$ cat src/rtl/result_queues_stage.sv
// Per-source result FIFOs arbitrated onto a single VRF write port with a REQ/GNT handshake.
// Optional ARA_WB_LOAD_PRIO_EN: load-unit queue (index 2) wins whenever non-empty.
module result_queues_stage #(
    parameter int unsigned NrSrc     = 4,
    parameter int unsigned Depth     = 2,
    parameter int unsigned DataWidth = 64,
    parameter int unsigned AddrWidth = 10,
    parameter int unsigned IdWidth   = 3
) (
    input  logic                                  clk_i,
    input  logic                                  rst_i,
    input  logic [NrSrc-1:0][AddrWidth-1:0]       res_addr_i,
    input  logic [NrSrc-1:0][DataWidth-1:0]       res_data_i,
    input  logic [NrSrc-1:0][DataWidth/8-1:0]     res_be_i,
    input  logic [NrSrc-1:0][IdWidth-1:0]         res_id_i,
    input  logic [NrSrc-1:0]                      res_valid_i,
    output logic [NrSrc-1:0]                      res_ready_o,
    output logic                                  vrf_req_o,
    output logic [AddrWidth-1:0]                  vrf_addr_o,
    output logic [DataWidth-1:0]                  vrf_wdata_o,
    output logic [DataWidth/8-1:0]                vrf_be_o,
    input  logic                                  vrf_gnt_i,
    output logic [NrSrc-1:0]                      wb_done_o,
    output logic [IdWidth-1:0]                    wb_done_id_o
);

    localparam int unsigned BeWidth = DataWidth / 8;
    localparam int unsigned PtrW    = (Depth > 1) ? $clog2(Depth) : 1;
    localparam int unsigned CntW    = $clog2(Depth + 1);
    localparam int unsigned SrcW    = (NrSrc > 1) ? $clog2(NrSrc) : 1;

    typedef enum logic [0:0] {StIdle, StReq} state_e;

    state_e            state_q, state_d;
    logic [SrcW-1:0]   winner_q, winner_d;
    logic [SrcW-1:0]   rr_q, rr_d;

    logic [AddrWidth-1:0] addr_q [NrSrc][Depth];
    logic [DataWidth-1:0] data_q [NrSrc][Depth];
    logic [BeWidth-1:0]   be_q   [NrSrc][Depth];
    logic [IdWidth-1:0]   id_q   [NrSrc][Depth];

    logic [PtrW-1:0] wr_ptr_q [NrSrc];
    logic [PtrW-1:0] wr_ptr_d [NrSrc];
    logic [PtrW-1:0] rd_ptr_q [NrSrc];
    logic [PtrW-1:0] rd_ptr_d [NrSrc];
    logic [CntW-1:0] count_q  [NrSrc];
    logic [CntW-1:0] count_d  [NrSrc];

    logic [NrSrc-1:0] push, pop, avail;
    logic             grant;
    logic             sel_found;
    logic [SrcW-1:0]  sel_idx, cand;

    // A reset cycle never commits, even if the bank grants.
    assign grant = (state_q == StReq) && vrf_gnt_i && !rst_i;

    always_comb begin
        for (int i = 0; i < NrSrc; i++) begin
            res_ready_o[i] = count_q[i] < CntW'(Depth);
            push[i]        = res_valid_i[i] && res_ready_o[i];
            pop[i]         = grant && (winner_q == SrcW'(i));
            count_d[i]     = count_q[i] + CntW'(push[i]) - CntW'(pop[i]);
            avail[i]       = count_d[i] != '0;
            wr_ptr_d[i]    = wr_ptr_q[i];
            rd_ptr_d[i]    = rd_ptr_q[i];
            if (push[i]) begin
                wr_ptr_d[i] = (wr_ptr_q[i] == PtrW'(Depth - 1)) ? '0 : wr_ptr_q[i] + 1'b1;
            end
            if (pop[i]) begin
                rd_ptr_d[i] = (rd_ptr_q[i] == PtrW'(Depth - 1)) ? '0 : rd_ptr_q[i] + 1'b1;
            end
        end
    end

    always_comb begin
        state_d   = state_q;
        winner_d  = winner_q;
        rr_d      = rr_q;
        sel_found = 1'b0;
        sel_idx   = '0;
        cand      = '0;
`ifdef ARA_WB_LOAD_PRIO_EN
        if (grant && (winner_q != SrcW'(2))) begin
            rr_d = (winner_q == SrcW'(NrSrc - 1)) ? '0 : winner_q + 1'b1;
        end
`else
        if (grant) begin
            rr_d = (winner_q == SrcW'(NrSrc - 1)) ? '0 : winner_q + 1'b1;
        end
`endif
        // Availability already accounts for this cycle's push and pop.
        for (int k = 0; k < NrSrc; k++) begin
            cand = SrcW'((int'(rr_d) + k) % NrSrc);
            if (!sel_found && avail[cand]) begin
                sel_found = 1'b1;
                sel_idx   = cand;
            end
        end
`ifdef ARA_WB_LOAD_PRIO_EN
        if (avail[2]) begin
            sel_found = 1'b1;
            sel_idx   = SrcW'(2);
        end
`endif
        unique case (state_q)
            StIdle: begin
                if (sel_found) begin
                    state_d  = StReq;
                    winner_d = sel_idx;
                end
            end
            StReq: begin
                if (grant) begin
                    if (sel_found) winner_d = sel_idx;
                    else           state_d  = StIdle;
                end
            end
            default: state_d = StIdle;
        endcase
    end

    assign vrf_req_o    = (state_q == StReq);
    assign vrf_addr_o   = addr_q[winner_q][rd_ptr_q[winner_q]];
    assign vrf_wdata_o  = data_q[winner_q][rd_ptr_q[winner_q]];
    assign vrf_be_o     = be_q[winner_q][rd_ptr_q[winner_q]];
    assign wb_done_o    = grant ? (NrSrc'(1) << winner_q) : '0;
    assign wb_done_id_o = grant ? id_q[winner_q][rd_ptr_q[winner_q]] : '0;

    always_ff @(posedge clk_i) begin
        if (rst_i) begin
            state_q  <= StIdle;
            winner_q <= '0;
            rr_q     <= '0;
            for (int i = 0; i < NrSrc; i++) begin
                wr_ptr_q[i] <= '0;
                rd_ptr_q[i] <= '0;
                count_q[i]  <= '0;
            end
        end else begin
            state_q  <= state_d;
            winner_q <= winner_d;
            rr_q     <= rr_d;
            for (int i = 0; i < NrSrc; i++) begin
                wr_ptr_q[i] <= wr_ptr_d[i];
                rd_ptr_q[i] <= rd_ptr_d[i];
                count_q[i]  <= count_d[i];
            end
        end
    end

    always_ff @(posedge clk_i) begin
        for (int i = 0; i < NrSrc; i++) begin
            if (push[i] && !rst_i) begin
                addr_q[i][wr_ptr_q[i]] <= res_addr_i[i];
                data_q[i][wr_ptr_q[i]] <= res_data_i[i];
                be_q[i][wr_ptr_q[i]]   <= res_be_i[i];
                id_q[i][wr_ptr_q[i]]   <= res_id_i[i];
            end
        end
    end

endmodule
$ cat config.mk
export PLATFORM = sky130hd
export DESIGN_NAME = result_queues_stage
export DESIGN_NICKNAME = d
export VERILOG_FILES = /design/src/rtl/result_queues_stage.sv
export SDC_FILE = /design/constraint.sdc
export NUM_CORES = 1
export LEC_CHECK = 0
export CELL_PAD_IN_SITES_DETAIL_PLACEMENT = 1
export CELL_PAD_IN_SITES_GLOBAL_PLACEMENT = 2
export CORE_MARGIN = 4
export CORE_UTILIZATION = 37
export DETAILED_ROUTE_END_ITERATION = 16
export PLACE_DENSITY = 0.79
export RECOVER_POWER = 25
export SLEW_MARGIN = 0
export SYNTH_ARGS = -nofsm -noshare
export SYNTH_HDL_FRONTEND = slang
export SYNTH_SLANG_ARGS = --single-unit
$ cat constraint.sdc
create_clock -name clk_i -period 7.9 [get_ports clk_i]
set_input_delay 0.79 -clock clk_i [delete_from_list [all_inputs] [get_ports clk_i]]
set_output_delay 0.79 -clock clk_i [all_outputs]
set_load 0.005 [all_outputs]
==> reports/metrics.csv <==
stage,metric,value,unit
status,status,"finished, final reports clean",
synthesis,synth.distinct_cells,38,
clocking,cts_buffers,77,
setup_path,crit_buf_inv,3,
synthesis,syn_area,0.0272,mm2
floorplan,rows,99,
route,wl_per_cell,27.2,um
placed_design,portBuffers,440,
floorplan,dieArea,0.0778,mm2
clocking,clock_sinks,703,
timing,slew_headroom,28.6,%
timing,worst_hold_slack,527,ps
synthesis,synth_top_area_share,75.2,%
route,first_iter_violations,901,
setup_path,critPathKind,flip-flop to output port,
clocking,clk-insertion-delay-late,600,ps
flow_run,cap_viol_max_count,0,
synthesis,ys_warn_count,0,
route,ant_nets,0,
synthesis,synth_top_area_cell,edfxtp_1,
layout,fin_nets,1958,
pwr,p_leak,11.4,nW
synthesis,synth_ff_type,edfxtp_1,
timing,slew_viol_final,0,
layout,final_core_util,48.2,%
grt,antenna_found_initial,46,
synthesis,synth_top_cells_by_area,"edfxtp_1 75%, mux4_1 9.7%, mux4_2 5.9%",
route,route.detailed.drc,0,
floorplan,ios,441,
placed_design,place.gp.congestion,0.767,
setup_path,max_stage_delay,930,ps
clocking,cts_buffer_depth,3,
synthesis,synth_edf_count,680,
grt,grt_pass1_wl,104,mm
placed_design,dp_hpwl,45.4,mm
setup_path,crit_top_cell,buf_4,
timing,fin_skew,21.1,ps
setup_path,cp_max_fo,55,
synthesis,yosys_register_bits,703,
timing,finalCriticalPeriod,5320,ps
floorplan,initial_core_util,37.3,%
clocking,ctsResizeCount,0,
synthesis,syn_inst,1112,
setup_path,end_kind,output port,
route,dr.pass1.iters,5,
setup_path,crit_chain,buf_4 > buf_4 > mux4_1 > mux2_2 > clkdlybuf4s50_1,
floorplan,core,0.0728,mm2
setup_path,worstPathRequired,7110,ps
setup_path,cpLargestDelayFamily,buffers and inverters,
route,vias,13500,
layout,post_route_cells_drive_above_1_share,17.3,%
timing,rsz0062_at_grt,no,
layout,finalNonFillerCells,2647,
grt,grt_pass1_vias,15200,
clocking,cts_root_buffer,clkbuf_16,
clocking,path_clk_slew,60,ps
layout,syn_to_final_growth,29.3,%
route,via_per_inst,5.09,
synthesis,syn_nets,1471,
grt,grt_max_degree,103,
synthesis,synth_seq_area_share,76.9,%
timing,finalCritPeriodShare,67.4,%
synthesis,syn_area_per_cell,24.4,um2
timing,hold_viol_final,0,
pwr,power_density,285,mW/mm2
floorplan,die_x,279,um
timing,fmax,188,MHz
setup_path,crit_arrival,4530,ps
min_path,hold_path_class,flip-flop to flip-flop,
setup_path,cpMaxStageDelayCell,buf_4,
clocking,cts_hold_buf,0,
route,wirelength,72.0,mm
clocking,postCtsSetupBuffers,0,
placed_design,place_inst,2479,
timing,tightest_slew,1070,ps
grt,grt_use_total,18.3,%
timing,fin_setup_tns,0,ps
clocking,cts_tree,built,
setup_path,startpoint_type,flip-flop,
grt,grt.overflow.total,0,
synthesis,async_flop_share,0,%
floorplan,die_h,279,um
timing,setup_viol,0,
pwr,ir_worst_vdd,177,uV
clocking,htreeDepth,3,
## area by class of cell
class                           instances  area [um2]
Clock buffer                           99        2050
Fill cell                            6623       37700
Tap cell                              959        1200
Sequential cell                       703       20900
Inverter                               15        56.3
Timing Repair Buffer                  458        4550
Antenna cell                           31        77.6
Multi-Input combinational cell        344        5930
Clock inverter                         38         354
## cell families after synthesis
| logic type | Yosys count | synth area share [%] |
|---|---|---|
| muxes | 257 | 19.1 |
| DFF | 703 | 76.9 |
| xor gates and xnor gates | 12 | 0.594 |
| adders and majority gates | 12 | 0.553 |
| and+or+nand+nor | 48 | 1.00 |
| AOI/OAI and AO/OA | 15 | 0.410 |
| buffers and inverters | 65 | 1.44 |
## stage by stage
stage / total power, mW / setup WS (ps) / cell area, um2
2_1_floorplan: 5.70 / 0.736 / 27200
3_3_place_gp: 6.66 / 3130 / 32600
3_5_place_dp: 6.71 / 3070 / 32600
4_1_cts: 10.2 / 2430 / 35000
5_1_grt: 10.4 / 2290 / 35100
6_report: 10.0 / 2580 / 35100
## report_power, final
part | internal, mW | switching (mW) | leakage [nW]
clock | 2.00 | 1.42 | 1.17
combinational | 1.15 | 0.896 | 3.79
sequential | 4.42 | 0.118 | 6.42
## worst min-delay path: cells and delay by family (launching register included)
family / cells / cell delay [ps]
DFF: 1 / 340
xor gates and xnor gates: 1 / 80
and+or+nand+nor: 1 / 80
## flip-flops by register name, indices dropped and copies added, names as in the netlist, 2 cells and up, named ones only
register	cells
rd_ptr_q	4
data_q	512
winner_q	2
id_q	24
be_q	64
wr_ptr_q	4
rr_q	2
addr_q	80
count_q	8
## cell usage after synthesis, types with 2 or more instances
library cell,number
edfxtp_1,680
mux4_1,100
mux2_2,84
mux4_2,71
buf_2,24
dfxtp_1,23
inv_1,15
nor2_1,14
ha_1,12
nor2b_1,12
buf_6,11
clkbuf_1,11
xnor2_1,8
and2_1,7
and3_1,4
nor3b_1,4
a21oi_1,3
a22o_1,3
nand2b_1,3
xnor3_1,3
dlygate4sd3_1,2
mux2i_1,2
## per-layer routing
layer	share of wire (%)	routed length, um	global-route usage, %	up-vias
li1	-	-	-	5814
met4	3.0	2130	6.21	18
met3	6.0	4320	4.62	137
met5	0.14	103	0	-
met1	38	27400	21.4	7100
met2	53	38000	32.9	401
## placed cells by master (no fill, tap or decap), types with 2 or more instances in the layout
| cell | count |
|---|---|
| edfxtp_1 | 680 |
| clkdlybuf4s50_1 | 250 |
| dlygate4sd3_1 | 190 |
| mux4_1 | 100 |
| mux2_2 | 84 |
| clkbuf_16 | 79 |
| mux4_2 | 70 |
| diode_2 | 31 |
| dfxtp_1 | 21 |
| clkbuf_1 | 20 |
| buf_4 | 17 |
| inv_1 | 15 |
| nor2_1 | 14 |
| clkinv_1 | 13 |
| nor2b_1 | 12 |
| ha_1 | 12 |
| clkinv_2 | 12 |
| xnor2_1 | 8 |
| and2_1 | 7 |
| bufinv_16 | 5 |
| and3_4 | 4 |
| nor3b_2 | 4 |
| a22o_1 | 3 |
| xnor3_1 | 3 |
| nand2b_1 | 3 |
| a21oi_1 | 3 |
| clkinvlp_4 | 3 |
| inv_6 | 3 |
| mux2i_1 | 2 |
| dfxtp_4 | 2 |
## worst paths after layout
check | start | end | slack, ps | depth (start not counted)
min | rd_ptr_q[0] | rd_ptr_q[0] | 530 | 2
max | flip-flop | vrf_wdata_o[8] | 2580 | 5
max reg2reg | vrf_req_o | flip-flop | 5000 | 9
min reg2reg | rd_ptr_q[0] | rd_ptr_q[0] | 530 | 2
Power figures use the tool's default switching activity.
